### config.mk
export PLATFORM = sky130hd
export DESIGN_NAME = mem_access_unit
export DESIGN_NICKNAME = d
export VERILOG_FILES = /design/src/rtl/mau_pkg.sv /design/src/rtl/mau_read_extend.sv /design/src/rtl/mem_access_unit.sv
export SDC_FILE = /design/constraint.sdc
export NUM_CORES = 1
export LEC_CHECK = 0
export CAP_MARGIN = 10
export CORE_AREA = 2 2 102 128
export DETAILED_ROUTE_END_ITERATION = 8
export DIE_AREA = 0 0 104 130
export PLACE_DENSITY_LB_ADDON = 0.25
export SLEW_MARGIN = 40
export SYNTH_ARGS = -nofsm -noshare
export SYNTH_HDL_FRONTEND = slang
export SYNTH_SLANG_ARGS = --single-unit
export TNS_END_PERCENT = 1
### constraint.sdc
create_clock -name clk -period 2.4 [get_ports clk]
set_clock_uncertainty 0.05 [all_clocks]
set_input_delay 0.48 -clock clk [delete_from_list [all_inputs] [get_ports clk]]
set_output_delay 0.48 -clock clk [all_outputs]
set_load 0.02 [all_outputs]
### src/rtl/mau_pkg.sv
// Shared encodings for the memory access unit: FSM states, access sizes and fault codes.
package mau_pkg;

  typedef enum logic [1:0] {
    IDLE     = 2'd0,
    ACCESS   = 2'd1,
    COMPLETE = 2'd2,
    FAULT    = 2'd3
  } state_t;

  typedef enum logic [1:0] {
    SZ_BYTE = 2'b00,
    SZ_HALF = 2'b01,
    SZ_WORD = 2'b10,
    SZ_BAD  = 2'b11
  } size_t;

  typedef enum logic [1:0] {
    FC_NONE     = 2'b00,
    FC_MISALIGN = 2'b01,
    FC_TIMEOUT  = 2'b10,
    FC_BADSIZE  = 2'b11
  } fault_t;

  // Halfwords need an even address, words a 4-byte-aligned one.
  function automatic logic misaligned(input logic [1:0] size, input logic [1:0] addr_lo);
    logic bad;
    bad = 1'b0;
    if (size == SZ_HALF && addr_lo[0]) bad = 1'b1;
    if (size == SZ_WORD && addr_lo != 2'b00) bad = 1'b1;
    return bad;
  endfunction

endpackage

### src/rtl/mau_read_extend.sv
// Sign/zero extension of right-aligned RAM read data to the full data path width.
module mau_read_extend
  import mau_pkg::*;
#(
  parameter int DATA_W = 32
) (
  input  logic [1:0]        size,
  input  logic              sgn,
  input  logic [DATA_W-1:0] data,
  output logic [DATA_W-1:0] ext
);

  always_comb begin
    ext = data;
    case (size)
      SZ_BYTE: ext = {{(DATA_W-8){sgn & data[7]}}, data[7:0]};
      SZ_HALF: ext = {{(DATA_W-16){sgn & data[15]}}, data[15:0]};
      default: ext = data;
    endcase
  end

endmodule

### src/rtl/mem_access_unit.sv
// Memory access controller: latches a request, checks size/alignment, runs the
// MFA/MFC handshake with a bounded wait and returns extended read data.
//
// state    | meaning
// IDLE     | waiting for req; latches address/data and checks the request
// ACCESS   | ram_mfa high, waiting for ram_mfc or timeout
// COMPLETE | done pulse, back to IDLE
// FAULT    | fault pulse with fault_code, back to IDLE
module mem_access_unit
  import mau_pkg::*;
#(
  parameter int ADDR_W  = 9,
  parameter int DATA_W  = 32,
  parameter int TIMEOUT = 15
) (
  input  logic              clk,
  input  logic              reset,
  input  logic              req,
  input  logic              req_rw,
  input  logic [1:0]        req_size,
  input  logic              req_signed,
  input  logic [ADDR_W-1:0] req_addr,
  input  logic [DATA_W-1:0] req_wdata,
  input  logic              trap_sel,
  input  logic [ADDR_W-1:0] trap_addr,
  output logic              busy,
  output logic              done,
  output logic              fault,
  output logic [1:0]        fault_code,
  output logic [DATA_W-1:0] rdata,
  output logic              ram_mfa,
  output logic              ram_rw,
  output logic [ADDR_W-1:0] ram_addr,
  output logic [DATA_W-1:0] ram_wdata,
  output logic [1:0]        ram_size,
  input  logic              ram_mfc,
  input  logic [DATA_W-1:0] ram_rdata
);

  localparam logic [7:0] TC = 8'(TIMEOUT - 1);

  state_t            state;
  logic [7:0]        cnt;
  logic              sgn_q;
  logic [ADDR_W-1:0] eff_addr;
  logic [DATA_W-1:0] ext_data;

  assign eff_addr = trap_sel ? trap_addr : req_addr;

  mau_read_extend #(.DATA_W(DATA_W)) u_extend (
    .size (ram_size),
    .sgn  (sgn_q),
    .data (ram_rdata),
    .ext  (ext_data)
  );

  always_ff @(posedge clk) begin
    if (!reset) begin
      state      <= IDLE;
      busy       <= 1'b0;
      done       <= 1'b0;
      fault      <= 1'b0;
      fault_code <= FC_NONE;
      rdata      <= '0;
      ram_mfa    <= 1'b0;
      ram_rw     <= 1'b0;
      ram_addr   <= '0;
      ram_wdata  <= '0;
      ram_size   <= SZ_BYTE;
      sgn_q      <= 1'b0;
      cnt        <= '0;
    end else begin
      done  <= 1'b0;
      fault <= 1'b0;
      case (state)
        IDLE: begin
          if (req) begin
            busy       <= 1'b1;
            ram_addr   <= eff_addr;
            ram_rw     <= req_rw;
            ram_size   <= req_size;
            ram_wdata  <= req_wdata;
            sgn_q      <= req_signed;
            fault_code <= FC_NONE;
            cnt        <= '0;
            if (req_size == SZ_BAD) begin
              state      <= FAULT;
              fault      <= 1'b1;
              fault_code <= FC_BADSIZE;
            end else if (misaligned(req_size, eff_addr[1:0])) begin
              state      <= FAULT;
              fault      <= 1'b1;
              fault_code <= FC_MISALIGN;
            end else begin
              state   <= ACCESS;
              ram_mfa <= 1'b1;
            end
          end
        end
        ACCESS: begin
          // mfc on the last allowed cycle still counts as success
          if (ram_mfc) begin
            ram_mfa <= 1'b0;
            state   <= COMPLETE;
            done    <= 1'b1;
            if (ram_rw) rdata <= ext_data;
          end else if (cnt == TC) begin
            ram_mfa    <= 1'b0;
            state      <= FAULT;
            fault      <= 1'b1;
            fault_code <= FC_TIMEOUT;
          end else begin
            cnt <= cnt + 8'd1;
          end
        end
        COMPLETE, FAULT: begin
          state <= IDLE;
          busy  <= 1'b0;
        end
        default: begin
          state <= IDLE;
          busy  <= 1'b0;
        end
      endcase
    end
  end

endmodule

# Word-level counts from Yosys, hierarchy flattened
# Index checks and enable logic that the tools add are counted.
# W data, S select, Z words.
word_totals:
  reg_bits: 93
  inputBits: 91
classes:
  add_sub_neg: 1
  eq_ne: 15
  n_mux: 39
  n_bitwise: 2
  reduce_logical: 16
op_table:
  columns: ["cell", "count"]
  rows:
  - ["$pmux W32 S2", 1]
  - ["$mux W8", 3]
  - ["$mux W1", 19]
  - ["$mux W2", 9]
  - ["$pmux W8 S2", 1]
  - ["$ne A2 B2 Y1 const B", 6]
  - ["$mux W9", 1]
  - ["$add A8 B1 Y8 const B", 1]
  - ["$eq A2 B2 Y1 const B", 4]
  - ["$eq A8 B4 Y1 const B", 1]
  - ["$reduce_and A2 Y1", 4]
  - ["$reduce_and A4 Y1", 2]
  - ["$eq A2 B1 Y1 const B", 3]
  - ["$pmux W1 S2", 3]
  - ["$pmux W2 S3", 1]
  - ["$reduce_bool A2 Y1", 3]
  - ["$reduce_and A5 Y1", 1]
  - ["$logic_not A2 Y1", 2]
  - ["$pmux W2 S2", 1]
  - ["$ne A3 B3 Y1 const B", 1]
  - ["$reduce_and A3 Y1", 1]
  - ["$and A1 B1 Y1", 2]
  - ["$logic_and A1 B1 Y1", 2]
  - ["$reduce_or A2 Y1", 1]

# Depth between registers and ports, before layout
depth:
  word_depth: 12
  ltp_mapped: 6
  mapped_depth_nobuf: 5

# Hierarchy
# A second synthesis with hierarchy kept.
hier_totals:
  cells_unflattened: 496
  hier_area_um2: 3925.0
by_module_without_submodules:
  columns: ["mod", "instances", "cells_per_inst", "area_each_um2", "seq_area_each_um2"]
  rows:
  - ["mem_access_unit", 1, 430, 3539.6, 1861.8]
  - ["mau_read_extend", 1, 66, 385.4, 0.0]

# Worst setup path after synthesis
# OpenSTA, ideal clock, no wires.
synth_path:
  path_type: "input to register"
  startpoint: "in trap_sel"
  endpoint: "reg fault_code[0]"
  setup_ns: 0.115
  arrival_ns: 1.566
  slack_ns: 0.669
  stages: 5
  cell_sequence: "buf_2 mux2_2 nor3_1 nor3_2 o21a_1"
synth_between:
  elab_chain_len: 12
  elab_cells_between_ends: 14
  cone_classes: "11 x mux; 3 x reduce/logical"
synth_rtl:
  columns: ["item", "line", "text"]
  rows:
  - ["from (decl)", "mem_access_unit.sv:24", "input logic trap_sel,"]
  - ["$mux W9 (*)", "mem_access_unit.sv:48", "assign eff_addr = trap_sel ? trap_addr : req_addr;"]
  - ["$logic_and A1 B1 Y1 / $reduce_bool A2 Y1 (equally long branches)", "mau_pkg.sv:29, mau_pkg.sv:30", null]
  - ["$mux W1 / $logic_and A1 B1 Y1 (equally long branches)", "mau_pkg.sv:29, mau_pkg.sv:30", null]
  - ["$mux W1 (*)", "mau_pkg.sv:30", "if (size == SZ_WORD && addr_lo != 2'b00) bad = 1'b1;"]
  - ["$mux W1 (*)", "mem_access_unit.sv:86", "if (req_size == SZ_BAD) begin"]
  - ["$mux W1 (*)", "mem_access_unit.sv:77", "if (req) begin"]
  - ["$mux W1 (*)", "mem_access_unit.sv:75", "case (state)"]
  - ["$mux W1 (*)", "mem_access_unit.sv:58", "if (!reset) begin"]
  - ["$mux W1 (*)", "mem_access_unit.sv:90", "end else if (misaligned(req_size, eff_addr[1:0])) begin"]
  - ["$mux W2 (*)", "mem_access_unit.sv:86", null]
  - ["$mux W2 (*)", "mem_access_unit.sv:77", null]
  - ["$pmux W2 S2 (*)", "mem_access_unit.sv:75", null]
  - ["to (signal assigned)", "mem_access_unit.sv:84", "fault_code <= FC_NONE;"]
  - ["to (signal assigned)", "mem_access_unit.sv:89", "fault_code <= FC_BADSIZE;"]
  - ["to (signal assigned)", "mem_access_unit.sv:93", "fault_code <= FC_MISALIGN;"]
  - ["to (decl)", "mem_access_unit.sv:29", "output logic [1:0] fault_code,"]
# Mark *: on every way between the ends. The rest lies on a longest branch, timed or not. The select of a mux whose other input is x is not followed.
# A chain may end at the register's enable or synchronous reset.

# Worst setup path in the final report
layout_path:
  startpoint: "reg ram_size[0]"
  endpoint: "out ram_size[0]"
layout_rtl:
  columns: ["item", "line", "text"]
  rows:
  - ["from (decl)", "mem_access_unit.sv:35", "output logic [1:0] ram_size,"]
  - ["from (signal assigned)", "mem_access_unit.sv:81", "ram_size <= req_size;"]
# No word-level cell between the ends.

==> flow_metrics.tcl <==
set metrics [dict create \
    worst_slack_ps 427.0 \
    slew_violations 0 \
    initial_utilization 0.2899 \
    grt-ovfl-total 0 \
    min_to "ram_wdata[5]" \
    worst_ep_arrival_time_ps 1440 \
    grt_pass1_wl_um 17850 \
    io_pins 173 \
    clockBufferDepth 2 \
    place.gp.congestion 0.7527 \
    max_slew_margin 0.6689 \
    power_density_nw_per_um2 670.8 \
    dp.cells 756 \
    synth_cells 433 \
    num_rows 46 \
    nFillCells 1221 \
    syn_area_um2 3603 \
    drv_cap 0 \
    pwr-share-clk 0.407 \
    portBuffers 172 \
    ant_nets 0 \
    clock_sinks 93 \
    drive_above_1_share 0.07781 \
    r2r_setup_slack_ps 670 \
    pwr-share-comb 0.170 \
    dp_slack_ps 271.2 \
    crit_required_ps 1870 \
    cp_slowest_cell "clkdlybuf4s50_1" \
    fmax_mhz 506.8 \
    hold_path_depth 2 \
    viasPerCell 4.640 \
    cts_root_buf "clkbuf_16" \
    synth-seq-cells 93 \
    dr.first_iter.drc_count 120 \
    numCtsBuffers 9 \
    grt_max_degree 35 \
    drtPass1Iterations 4 \
    synth.distinct_cells 47 \
    p_int_uw 2985 \
    synth_flop_cell "dfxtp_1" \
    critical_path_class "flop to output port" \
    clk_pin_slew_ps 60 \
    antenna_found_initial 0 \
    grt_pass1_vias 3653 \
    fp.dieH_um 130 \
    rsz0062_at_grt "false" \
    route.detailed.drc 0 \
    coreArea_um2 12430 \
    fin_hold_ws_ps 401.0 \
    min_period_ps 1973 \
    dieArea_um2 13520 \
    worst_pin_slew_ps 492.2 \
    via_count 3582 \
    cp-startpoint "ram_size[0]" \
    fin_cells 772 \
    period_share 0.8221 \
    wire_per_inst_um 14.05 \
    cts_tree "built" \
    async_reset_ff_frac 0 \
    die_x_um 104 \
    cts_resized 0 \
    syn2layout_area_growth_pct 62.95 \
    p_seq_frac 0.424 \
    critPathTopFamily "buffers and inverters" \
    nets 692 \
    hold_viol 0 \
    cpPeakStageDelay_ps 660 \
    end_kind "output port" \
    clock_latency_ps 340 \
    setup_tns_ps 0 \
    r2r_cells 4 \
    avgSynthCellArea_um2 8.322 \
    setup_viol 0 \
    cp_cell_sequence "clkdlybuf4s50_1" \
    ys_seq_area_frac 0.5167 \
    post_cts_buffers 0 \
    hp-class "flop to flop" \
    reg2reg_from "cnt[4]" \
    switching_share 0.2422 \
    antenna_cells 0 \
    synth_fp_nets 526 \
    ir_worst_vdd_mv 0.3356 \
    routed_wl_um 10840 \
    ys.warnings.count 0 \
    ctsHoldBuffers 0 \
    leakage_uw 0.002143 \
    h-tree-depth 3 \
    grtUsageTotal 0.1631 \
    p_switching_uw 954.0 \
    rr_endpoint "fault_code[0]" \
    start_kind "flop" \
    dp_hpwl_um 7919 \
    min_from "ram_wdata[5]" \
    path_buf_inv 1 \
    path_max_fanout 5 \
    synth_edf_count 0 \
    run_status "finished clean" \
]
-- Yosys cell counts, types with 3 or more instances --
cell | n | area share
nor2_1 | 15 | 0.016
mux2i_1 | 9 | 0.025
a21oi_1 | 77 | 0.11
dfxtp_1 | 93 | 0.52
a211oi_1 | 7 | 0.015
nor3_1 | 3 | 0.0042
clkbuf_1 | 16 | 0.017
and3_1 | 4 | 0.0069
buf_2 | 11 | 0.015
nand4_1 | 4 | 0.0069
o21ai_0 | 29 | 0.040
inv_1 | 4 | 0.0042
nand2_1 | 120 | 0.12
-- cell type report --
type                    count  area (µm²)  share of cell area
clock buffers              10       229.0             0.03899
multi-input cells         307        1608              0.2738
flip-flops and latches     93        1862              0.3171
clock inverters             6       111.4             0.01896
well taps                 168       210.2             0.03580
inverters                   4       15.01            0.002557
repair buffers            184        1837              0.3128
-- worst register-to-register path, delay by kind of cell (launching register included) --
kind            cells  cell delay (ps)
simple gates        2              780
compound gates      2              450
flops               1              350
-- cells in the final DEF, fill, tap and decap left out, drive strengths merged, types with 7 or more instances in the layout --
master and instances:
a21oi 78, clkdlybuf4s50 172, mux2i 9, o21ai 29, nor2 17, clkbuf 10
nand2 120, buf 12, dfxtp 93, a211oi 7
-- worst max-delay path by stage --
stage / end / slack, ps / depth (start not counted)
floorplan: fault_code[0] / 670 / 5
global placement: ram_addr[0] / 290 / 6
detailed placement: fault / 270 / 5
CTS: ram_size[0] / 410 / 1
global route: ram_size[0] / 380 / 1
finish: ram_size[0] / 430 / 1
-- power groups by stage --
stage	logic, µW	clock network [µW]	registers (µW)
finish	668	1600	1670
global placement	663	0	1700
floorplan	222	0	1780
detailed placement	672	0	1700
CTS	677	1660	1670
global route	728	1720	1680
-- flip-flops by register name (all words and copies together) (netlist names) --
signal and count:
fault_code 2, ram_rw 1, ram_mfa 1, ram_wdata 32, busy 1, cnt 8
sgn_q 1, done 1, fault 1, rdata 32, ram_size 2, state 2
ram_addr 9
-- per-layer routing --
layer | up-vias | GRT usage | share of wire
li1 | 1798 | - | -
met1 | 1637 | 0.1841 | 0.41
met2 | 129 | 0.2813 | 0.48
met3 | 18 | 0.04995 | 0.077
met4 | 0 | 0.08267 | 0.028
met5 | - | 0 | 0
-- per-stage QoR --
stage / utilization / total power [µW] / instance area (µm²)
2_1_floorplan: - / 2004 / 3603
3_3_place_gp: 0.4449 / 2364 / 5532
3_5_place_dp: 0.4449 / 2376 / 5532
4_1_cts: 0.4723 / 4003 / 5872
5_1_grt: 0.4723 / 4128 / 5872
6_report: 0.4723 / 3939 / 5872
-- kinds of logic (layout without fill, tap and decap cells) --
logic type / Yosys count / after routing / synth area share
AO/OA/AOI/OAI: 127 / 127 / 0.1972
flip-flops: 93 / 93 / 0.5167
adder cells (fa/ha/maj): 2 / 2 / 0.006943
AND/OR/NAND/NOR: 167 / 167 / 0.2094
multiplexers: 11 / 11 / 0.03125
buffers and inverters: 33 / 204 / 0.03854
No activity file was read; power rests on OpenSTA's default activity.
==> variant 1 (same settings) <==
Encoding of `state_t`: now one-hot (4 bits for 4 states).
--- a/src/rtl/mau_pkg.sv
+++ b/src/rtl/mau_pkg.sv
@@ -3,7 +3,7 @@
 
-  typedef enum logic [1:0] {
-    IDLE     = 2'd0,
-    ACCESS   = 2'd1,
-    COMPLETE = 2'd2,
-    FAULT    = 2'd3
+  typedef enum logic [3:0] {
+    IDLE     = 4'b0001,
+    ACCESS   = 4'b0010,
+    COMPLETE = 4'b0100,
+    FAULT    = 4'b1000
   } state_t;
Check against the original RTL: same outputs for any inputs over 4 cycles, from zero or initial values and one cycle with reset low; so few cycles prove little.
==> variant 1 against the unedited design <==
Total power is 3.8% lower; maximum frequency is 6.3% lower; largest power group unchanged; sequential cell count is 2 higher; setup slack worse by 0.13 ns; die area stayed put; routed wire length is 1.7% higher; synthesized area is 2.4% higher; final area is 1.1% higher.
==> variant 1: results (changes against the unedited design) <==
layout:
  n_antenna_cell: 0  # unchanged
  layout.nets: 698  # +0.87%
  stdcell_count: 778  # +0.78%
  top_regs: "ram_wdata (32), rdata (32), ram_addr (9)"
  final.fill_count: 1245  # +2.0%
  drive_gt1_frac: 0.0738  # -0.00404
yosys:
  async_flop_share: 0  # unchanged
  ys_top_cells_by_count: "nand2_1 (110), dfxtp_1 (95), a21oi_1 (76)"
  avgSynthCellArea_um2: 8.47  # +1.7%
  ys_seq_area_frac: 0.515  # -0.00141
  synth_top_flop_cell: "dfxtp_1"
  yosys.cell_types.count: 44  # -6.4%
  synth.net_count: 529  # +0.57%
  synth_area_leaders: "dfxtp_1 (52%), nand2_1 (11%), a21oi_1 (10%), o21ai_0 (5.0%), mux2i_1 (2.4%)"
detailed_routing:
  routedWlPerCell_um: 14.2  # +0.93%
  dr.max_layer_used: "met4"
  dr.first_iter.drc_count: 103  # -14%
  dr_wl_met3_um: 881  # +5.3%
  via_per_inst: 4.68  # +0.95%
  wl_met1_mm: 4.68  # +4.9%
  dr.pass1.iters: 4  # unchanged
  wl_met2_mm: 5.28  # +0.78%
critical_path:
  slowest_delay_ns: 0.68  # +0.02 ns
  critPathArrivalTime_ns: 1.58  # +0.14 ns
  crit_path_max_fanout: 12  # +7
  r2r_cells: 6  # +2
  crit_family: "buffers and inverters"
  slowest_stage: "clkdlybuf4s50_1"
grt:
  grt_use_total: 0.161  # -0.00168
  grt_max_degree: 41  # +17%
  first_global_vias: 3560  # -2.5%
  grtUsageMet2: 0.278  # -0.00348
  grt_pass1_wl_mm: 17.5  # -1.9%
  grt_antenna_before_repair: 0  # unchanged
  use_met1: 0.182  # -0.00229
  use_met3: 0.0579  # +0.00799
placement:
  dpl_cell_area_um2: 5630  # +1.7%
  hpwlAfterDp_mm: 8.20  # +3.6%
  dp.cells: 762  # +0.79%
  routabilityCongestion: 0.823  # +9.3%
  dpl_worst_slack_ns: 0.176  # -0.0957 ns
power_and_ir_drop:
  pwr-share-seq: 0.447  # +0.023
  p_clk_mw: 1.47  # -8%
  peakVddDrop_mv: 0.405  # +21%
  p_leak_nw: 2.14  # about the same
  switching_power_uw: 969  # +1.6%
  switching_share: 0.256  # +0.0136
outcome:
  status: "finished clean"
min_path:
  hold_path_class: "register to register"
cts:
  insertion_delay_ns: 0.34  # about the same
  numCtsBuffers: 9  # unchanged
  cts.clk_slew.worst_paths_ns: 0.07
  postCtsResizedCells: 0  # unchanged
timing:
  slew_headroom: 0.661  # -0.00745
variant 1: final timing paths:
check,start,endpoint,slack (ns)
setup reg to reg,cnt[0],cnt[3],0.53
setup / recovery,ram_size[0],ram_size[0],0.29
hold reg to reg,ram_wdata[17],ram_wdata[17],0.40
hold / removal,ram_wdata[17],ram_wdata[17],0.40
variant 1: cells by family (layout without fill, tap and decap cells):
family,after synthesis,after routing,share of synthesized area
flip-flops,95,95,0.515
multiplexers,10,10,0.0275
adder cells (fa/ha/maj),2,2,0.00678
AO/OA/AOI/OAI,138,138,0.211
buffers and inverters,33,207,0.0424
XOR/XNOR,4,4,0.00949
AND/OR/NAND/NOR,154,154,0.188
variant 1: final cells by class:
type                    instances  area, um2  area share
well taps                     168        210      0.0354
flip-flops and latches         95       1900       0.320
multi-input cells             308       1630       0.275
clock inverters                 6       68.8      0.0116
inverters                       2       7.51     0.00126
clock buffers                  10        239      0.0403
repair buffers                189       1870       0.316
==> variant 2 (same settings) <==
Made on the original files. `ADDR_W`: 9 -> 11.
--- a/src/rtl/mem_access_unit.sv
+++ b/src/rtl/mem_access_unit.sv
@@ -11,3 +11,3 @@
 #(
-  parameter int ADDR_W  = 9,
+  parameter int ADDR_W  = 11,
   parameter int DATA_W  = 32,
Interface: changed (resized ram_addr, req_addr and trap_addr); port bits go from 173 to 179. No check against the original RTL was run, so the function may have changed too.
==> variant 2 against the unedited design <==
Routed wire length is 6.4% lower; clock power is 18% lower; sequential power is 3% higher; core utilization is 0.39 points lower; sequential share of layout area is 0.95 points higher; total power is 5.6% lower; synthesized area is 2.8% lower; critical path depth is 4 higher; register-to-register slack worse by 0.26 ns; setup slack worse by 0.025 ns; cell count is 6.5% lower; final area is 0.83% lower; sequential cell count is 2 higher; critical endpoint is now cnt[3]; largest cell class is now non-clock buffers; largest power group unchanged.
==> variant 2: results (changes against the unedited design) <==
detailed_routing:
  via_per_inst: 4.60  # -0.81%
  routedWlPerCell_um: 14.1  # about the same
  dr.first_iter.drc_count: 92  # -23%
layout:
  drive_gt1_frac: 0.0776  # -0.000197
  top_regs: "ram_wdata (32), rdata (32), ram_addr (11)"
  layout.nets: 646  # -6.6%
power_and_ir_drop:
  p_leak_nw: 2.20  # +2.8%
  switching_power_uw: 949  # -0.47%
  power.total_mw: 3.72  # -5.6%
  p_clk_mw: 1.31  # -18%
  p_comb_frac: 0.187  # +0.017
placement:
  dpl_worst_slack_ns: 0.0877  # -0.183 ns
  hpwlAfterDp_mm: 7.60  # -4.0%
  buffer_ports.inserted: 178  # +3.5%
  routabilityCongestion: 0.839  # +11%
  dpl_cell_area_um2: 5550  # +0.29%
yosys:
  ys_top_cells_by_count: "dfxtp_1 (95), nand2_1 (67), o21ai_0 (38)"
  synth_area_leaders: "dfxtp_1 (54%), a22o_1 (9.3%), nand2_1 (7.2%), o21ai_0 (5.4%), a21oi_1 (5.3%)"
  yosys.cell_types.count: 41  # -13%
  ys_seq_area_frac: 0.543  # +0.0266
  synth.net_count: 466  # -11%
  synth_top_flop_cell: "dfxtp_1"
grt:
  first_global_vias: 3317  # -9.2%
  grt_overflow_total: 0  # unchanged
  grt_max_degree: 38  # +8.6%
  grt_pass1_wl_mm: 16.1  # -9.8%
  grt_use_total: 0.148  # -0.0155
critical_path:
  r2r_slack_ns: 0.41  # -0.26 ns
  critPathArrivalTime_ns: 2.17  # +0.73 ns
outcome:
  status: "finished clean"
timing:
  slew_headroom: 0.576  # -0.0933
  max_freq_mhz: 500  # -1.3%
cts:
  cts.clk_slew.worst_paths_ns: 0.06  # about the same
min_path:
  hold_path_class: "register to register"
[variant 2: cell types whose count changed after synthesis, sizes merged, moves of 4 or more]
| cell | before | now |
|---|---|---|
| a211oi | 7 | 1 |
| a21oi | 78 | 37 |
| a22o | 0 | 37 |
| clkbuf | 17 | 10 |
| mux2i | 9 | 16 |
| nand2 | 120 | 67 |
| nand4 | 5 | 1 |
| nor2 | 17 | 9 |
| o21ai | 29 | 38 |
[variant 2: cells by family (layout without fill, tap and decap cells)]
family,after synthesis,count (layout),synth area share
flops,95,95,0.543
simple gates,103,103,0.134
compound gates,124,124,0.232
xor+xnor,1,1,0.00250
mux,17,17,0.0490
buf+inv,27,212,0.0329
fa+ha+maj,2,2,0.00715
[variant 2: metrics by stage]
step	hold slack [ns]	cells
2_1_floorplan	0.393	369
6_report	0.404	722
5_1_grt	0.421	722
4_1_cts	0.404	722
3_5_place_dp	0.395	706
3_3_place_gp	0.387	704
[variant 2: final timing paths]
| path | start | endpoint | depth (start not counted) |
|---|---|---|---|
| worst max-delay path | ram_mfc | cnt[3] | 5 |
| worst min-delay path | rdata[5] | rdata[5] | 2 |
| worst max register to register | state[0] | rdata[17] | 4 |
| worst min register to register | rdata[5] | rdata[5] | 2 |
[variant 2: metal layers]
metal	GRT usage	routed length, um	share of wire
met1	0.174	4330	0.43
met2	0.249	4880	0.48
met3	0.0480	771	0.076
met4	0.0636	160	0.016
met5	0	0	0
[variant 2: critical path: stages]
cell and delay [ns]:
clkdlybuf4s50_1 0.50, nand2b_2 0.27, a21o_1 0.23, or4b_1 0.55, mux2i_1 0.14
[variant 2: final cells by class]
class,count,area [um2]
fillers,1212,6610
repair buffers,192,1930
flip-flops and latches,95,1900
multi-input cells,247,1490
clock buffers,10,239
well taps,168,210
clock inverters,6,36.3
inverters,4,15.0
